[config.mk]
export PLATFORM = sky130hd
export DESIGN_NAME = mgpio_irq_bank_flat
export DESIGN_NICKNAME = d
export VERILOG_FILES = /design/src/rtl/mgpio_irq_bank_if.sv /design/src/rtl/mgpio_irq_bank.sv /design/src/flat_wrapper.sv
export SDC_FILE = /design/constraint.sdc
export NUM_CORES = 1
export LEC_CHECK = 0
export ABC_AREA = 1
export BUFFER_PORTS_ARGS = -buffer_cell sky130_fd_sc_hd__buf_2
export CORE_ASPECT_RATIO = 1.25
export CORE_UTILIZATION = 36
export DETAILED_ROUTE_END_ITERATION = 10
export GPL_TIMING_DRIVEN = 0
export PLACE_DENSITY = 0.59
export SETUP_SLACK_MARGIN = 0.4
export SYNTH_ARGS = -nofsm -noshare
export SYNTH_HDL_FRONTEND = slang
export SYNTH_SLANG_ARGS = --single-unit
[constraint.sdc]
create_clock -name clk -period 1.5 [get_ports clk]
set_input_delay 0.225 -clock clk [delete_from_list [all_inputs] [get_ports clk]]
set_output_delay 0.225 -clock clk [all_outputs]
set_load 0.005 [all_outputs]
[src/rtl/mgpio_irq_bank_if.sv]
// ============================================================================
//  Module   : mgpio_irq_bank_if
//  Brief    : Register-bus bundle for the GPIO input/interrupt bank
//  Revision : 1.0 - initial release
// ============================================================================
`default_nettype none

interface mgpio_irq_bank_if;
  logic       rise_en;
  logic [7:0] rise_in;
  logic       fall_en;
  logic [7:0] fall_in;
  logic       clr_en;
  logic [7:0] clr_in;
  logic [7:0] rise_out;
  logic [7:0] fall_out;
  logic [7:0] status_out;

  modport master (
    output rise_en, rise_in, fall_en, fall_in, clr_en, clr_in,
    input  rise_out, fall_out, status_out
  );

  modport slave (
    input  rise_en, rise_in, fall_en, fall_in, clr_en, clr_in,
    output rise_out, fall_out, status_out
  );
endinterface

`default_nettype wire

[src/rtl/mgpio_irq_bank.sv]
// ============================================================================
//  Module   : mgpio_irq_bank
//  Brief    : Pad synchroniser, debouncer and edge-interrupt status for 8 pins
//  Revision : 1.0 - initial release
// ============================================================================
`default_nettype none

module mgpio_irq_bank #(
  parameter int SYNC_STAGES = 2,
  parameter int DEBOUNCE_W  = 4
) (
  input  wire logic                  clk,
  input  wire logic                  rst,
  input  wire logic [7:0]            gpio_in,
  input  wire logic [7:0]            dir,
  input  wire logic [DEBOUNCE_W-1:0] db_cycles,
  mgpio_irq_bank_if.slave            bus,
  output logic [7:0]                 level_out,
  output logic                       irq
);

  logic [7:0] lvl;
  logic [7:0] rise_evt;
  logic [7:0] fall_evt;
  logic [7:0] rise_q;
  logic [7:0] fall_q;
  logic [7:0] status_q;
  logic [7:0] set_vec;
  logic [7:0] clr_vec;

  for (genvar i = 0; i < 8; i++) begin : g_pin
    logic [SYNC_STAGES-1:0] sync_q;
    logic [DEBOUNCE_W-1:0]  cnt;
    logic                   lvl_q;
    logic                   s;
    logic                   flip;

    assign s    = sync_q[SYNC_STAGES-1];
    // >= keeps a lowered threshold from stranding a counter above it
    assign flip = (s != lvl_q) && (cnt >= db_cycles);

    assign rise_evt[i] = flip &  s;
    assign fall_evt[i] = flip & ~s;
    assign lvl[i]      = lvl_q;

    always_ff @(posedge clk or negedge rst) begin
      if (!rst) begin
        sync_q <= '0;
        cnt    <= '0;
        lvl_q  <= 1'b0;
      end else begin
        sync_q <= {sync_q[SYNC_STAGES-2:0], gpio_in[i]};
        if (s == lvl_q) begin
          cnt <= '0;
        end else if (flip) begin
          lvl_q <= s;
          cnt   <= '0;
        end else begin
          cnt <= cnt + DEBOUNCE_W'(1);
        end
      end
    end
  end

  // Output pins never raise events; set has priority over a same-cycle clear
  assign set_vec = ~dir & ((rise_evt & rise_q) | (fall_evt & fall_q));
  assign clr_vec = bus.clr_en ? bus.clr_in : 8'h00;

  always_ff @(posedge clk or negedge rst) begin
    if (!rst) begin
      rise_q   <= 8'h00;
      fall_q   <= 8'h00;
      status_q <= 8'h00;
    end else begin
      if (bus.rise_en) rise_q <= bus.rise_in;
      if (bus.fall_en) fall_q <= bus.fall_in;
      status_q <= (status_q & ~clr_vec) | set_vec;
    end
  end

  assign level_out      = lvl;
  assign bus.rise_out   = rise_q;
  assign bus.fall_out   = fall_q;
  assign bus.status_out = status_q;
  assign irq            = |status_q;

endmodule

`default_nettype wire

[src/flat_wrapper.sv]
// flat-port wrapper written by rule: the top's interface ports become plain ports
module mgpio_irq_bank_flat 
#(
  parameter int SYNC_STAGES = 2,
  parameter int DEBOUNCE_W  = 4
)
  (clk, rst, gpio_in, dir, db_cycles, level_out, irq, bus_rise_en, bus_rise_in, bus_fall_en, bus_fall_in, bus_clr_en, bus_clr_in, bus_rise_out, bus_fall_out, bus_status_out);
  mgpio_irq_bank_if bus_i ();
  input  wire logic clk;
  input  wire logic rst;
  input  wire logic [7:0] gpio_in;
  input  wire logic [7:0] dir;
  input  wire logic [DEBOUNCE_W-1:0] db_cycles;
  output logic [7:0] level_out;
  output logic irq;
  input wire logic [$bits(bus_i.rise_en)-1:0] bus_rise_en;
  input wire logic [$bits(bus_i.rise_in)-1:0] bus_rise_in;
  input wire logic [$bits(bus_i.fall_en)-1:0] bus_fall_en;
  input wire logic [$bits(bus_i.fall_in)-1:0] bus_fall_in;
  input wire logic [$bits(bus_i.clr_en)-1:0] bus_clr_en;
  input wire logic [$bits(bus_i.clr_in)-1:0] bus_clr_in;
  output wire logic [$bits(bus_i.rise_out)-1:0] bus_rise_out;
  output wire logic [$bits(bus_i.fall_out)-1:0] bus_fall_out;
  output wire logic [$bits(bus_i.status_out)-1:0] bus_status_out;
  assign bus_i.rise_en = bus_rise_en;
  assign bus_i.rise_in = bus_rise_in;
  assign bus_i.fall_en = bus_fall_en;
  assign bus_i.fall_in = bus_fall_in;
  assign bus_i.clr_en = bus_clr_en;
  assign bus_i.clr_in = bus_clr_in;
  assign bus_rise_out = bus_i.rise_out;
  assign bus_fall_out = bus_i.fall_out;
  assign bus_status_out = bus_i.status_out;
  mgpio_irq_bank #(.SYNC_STAGES(SYNC_STAGES), .DEBOUNCE_W(DEBOUNCE_W)) u_core (.clk(clk), .rst(rst), .gpio_in(gpio_in), .dir(dir), .db_cycles(db_cycles), .bus(bus_i), .level_out(level_out), .irq(irq));
endmodule
==> summary.md <==
| Metric | Value |
|---|---|
| Clock-pin slew on the worst setup and hold paths | ~60 ps |
| Initial core utilization | 37.0% |
| Vias per Instance | 4.74 |
| Yosys warnings | 0 |
| Mean area per synthesized cell | 9.34 sq um |
| Max-slew violation total from the final report | 0 |
| FF/Latch Area | 2010 sq um |
| M1 GR Usage | between 20% and 30% |
| Remaining DRCs | 12 |
| Drt pass-1 iters | 7 |
| Global routing usage on met3 | roughly 2.2% |
| Worst flop-to-flop path startpoint | u_core.g_pin[0].cnt[3] |
| CP max stage cell | dfrtp_1 |
| Endpoints failing hold | 0 |
| Initial antenna violation count | 0 |
| Failing checks | design-rule violations, negative setup slack |
| # fillers | around 950 |
| Leakage | approximately 3.2 nW |
| Pre-CTS setup slack | -173 ps |
| Most common cell after layout, fill and taps aside | nand2_1 |
| Final Cell Area | around 6300 sq um |
| Antenna-violating nets left | 0 |
| Synth-to-layout area growth | 53.6% |
| Worst-path fanout max | 2 |
| Via count | ~3600 |
| TritonCTS clock tree | yes |
| Max Freq | 645 MHz |
| Int Power | a little under 0.006 W |
| Min-Delay Path Class | in2reg |
| H-tree levels | 3 |
| Maxcap violations | 0 |
| Setup TNS | -49.3 ps |
| Commonest cells after routing, fill and taps aside | 88 x nand2_1, 74 x dfrtp_1, 69 x buf_2 |
| Total track usage | between 10% and 20% |
| Drt wl/cell | about 14 um |
| Worst-path cell chain | nor4_4, nand2_1, buf_2 |
| Ant diodes | 0 |
| Post-synthesis sequential area ratio | between 40% and 50% |
| FF+latch count, synth | 80 |
| Setup crit start | u_core.bus.status_out[7] |
| Post-Syn Area | roughly 4100 sq um |
| Cells after Synth | roughly 440 |
| RSZ-0062 raised after global routing | true |
| Synth area leaders | dfrtp_1 49%, ha_1 12%, nand2_1 11% |
| Finished Layout Cells | 750 |
| Max stage delay on crit path | roughly 420 ps |
| Final period utilization | 103% |
| Vias in the first global route | approximately 3500 |
| Critical path capture point type | primary output |
| Post-Place Cells | around 660 |
| Die Wd | ~98 um |
| Post-synth cell types | 19 |
| Syn Nets | between 500 and 600 |
| Buffers on Ports | slightly below 80 |
| Num rows | 43 |
| Num CTS Buffers | 9 |
| Slew at the pin closest to its max-slew limit | 460 ps |
| Net Sw Frac | between 30% and 40% |
| Period minus WS final | between 1500 and 2000 ps |
| GR peak layer | met2 |
| Max_slew headroom | around 70% |
| Initial DRC count | around 110 |
| Root Buffer | clkbuf_16 |
| Total gr overflow | 0 |
| Worst skew pair latency | 330 ps |
| Worst Hold Launch | gpio_in[6] |
| Seq pwr share | between 30 and 40% |
| Family with the most delay on the worst path | simple AND/OR/NAND/NOR gates |
| Nets | approximately 700 |
| Top-area cell type share of the netlist area | between 40% and 50% |
| Peak VDD IR | about 0.75 mV |
| Worst Path Buf+Inv | 1 |
| Die ar. | between 10000 and 15000 sq um |
| Logic pwr share | 41.3% |
| Sw power | approximately 0.0029 W |
| Placeable Area | roughly 11000 sq um |
| Final setup violation count | 1 |
| Worst EP arrival | 1320 ps |
| Area of the multi-input gates | 2380 sq um |
| Routing usage on met2 | slightly above 30% |
| CTS max path bufs | 2 |
| Overall Power | between 0.008 and 0.009 W |
| Critical path required time | about 1300 ps |
| Critical path class | reg2out |
| Critical path startpoint category | flop |
| Area leader, netlist | dfrtp_1 |
| Clk pwr share | ~25% |
| Clk sinks | 80 |
| Die Y | ~120 um |
| Post-DP HPWL | 6.50 mm |
| Share of layout cells above drive strength 1 | 47.8% |
| First-pass GRT wire length | about 16 mm |
| DP Area | between 4000 and 5000 sq um |
| Pin count of the biggest net entering global routing | 54 |
| Skew final | between 4 and 5 ps |
| Status | finished, violations left |
| RD Place Congestion | around 0.8 |
| # IOs | roughly 80 |
| Final worst slack | -49.3 ps |
| Drt total wl | 10.6 mm |
| P per Cell Area | 1380 nW/um^2 |
Yosys cell counts:
library cell	n
dfrtp_1	80
xor2_2	4
nor4_1	2
mux2_2	16
ha_1	40
nor2_1	28
xnor2_1	4
nand2_1	117
nor2_2	4
clkbuf_1	1
o21bai_1	4
nand4_1	20
buf_4	8
inv_1	55
buf_2	2
nand3b_1	4
xor2_1	8
nand3_1	28
a21oi_1	16
routing by layer:
metal,up-vias,routed length (um)
met1,1699,4600
met5,-,0
met3,17,266
li1,1764,-
met4,0,265
met2,73,5420
final timing paths:
path | to | slack [ps] | cells after the start
setup / recovery | irq | -50 | 3
hold / removal | u_core.g_pin[6].sync_q[0] | 10 | 1
setup reg to reg | u_core.g_pin[0].cnt[0] | 100 | 4
hold reg to reg | u_core.g_pin[0].sync_q[1] | 350 | 0
max in group asynchronous | u_core.g_pin[3].lvl_q | 540 | 3
min in group asynchronous | u_core.bus.fall_out[5] | 360 | 2
cells by family (layout without fill, tap and decap cells):
family	Yosys count	after routing	share of synthesized area [%]
compound gates	20	20	2.67
flops	80	80	48.6
xor+xnor	16	16	4.13
simple gates	203	203	21.3
mux	16	16	4.37
buf+inv	66	240	6.80
fa+ha+maj	40	40	12.1
registers in the layout, indices dropped and copies added, names as in the netlist:
register	count
u_core.bus.status_out	8
u_core.g_pin.lvl_q	8
u_core.bus.rise_out	8
u_core.bus.fall_out	8
u_core.g_pin.sync_q	16
u_core.g_pin.cnt	32
power groups by stage:
| stage | registers, W | clock network [W] | logic [W] |
|---|---|---|---|
| global placement | 0.00305 | 0 | 0.00204 |
| global route | 0.00298 | 0.00234 | 0.00405 |
| finish | 0.00293 | 0.00221 | 0.00362 |
| detailed placement | 0.00307 | 0 | 0.00213 |
| CTS | 0.00290 | 0.00227 | 0.00320 |
| floorplan | 0.00296 | 0 | 0.00148 |
area by class of cell:
cell class,count,area share (%)
well taps,135,2.67
clock buffers,13,4.11
inverters,55,3.44
clock inverters,3,0.633
flip-flops and latches,80,31.8
multi-input cells,295,37.5
plain buffers,11,1.64
repair buffers,158,18.2
per-stage QoR:
step / util (%) / hold slack (ps)
finish: 56.8 / 12.6
global route: 56.8 / 4.62
CTS: 52.7 / 1.61
detailed placement: 42.8 / 179
global placement: 42.5 / 333
floorplan: - / -70.6
timing repair:
action,4_1_cts,5_1_grt
endpoints found under the setup margin,67,75
endpoints found under the hold margin,34,0
gates resized for setup,69,54
setup buffers,48,23
hold buffers,8,0
pin swaps,34,34
No activity file was read; power rests on OpenSTA's default activity.
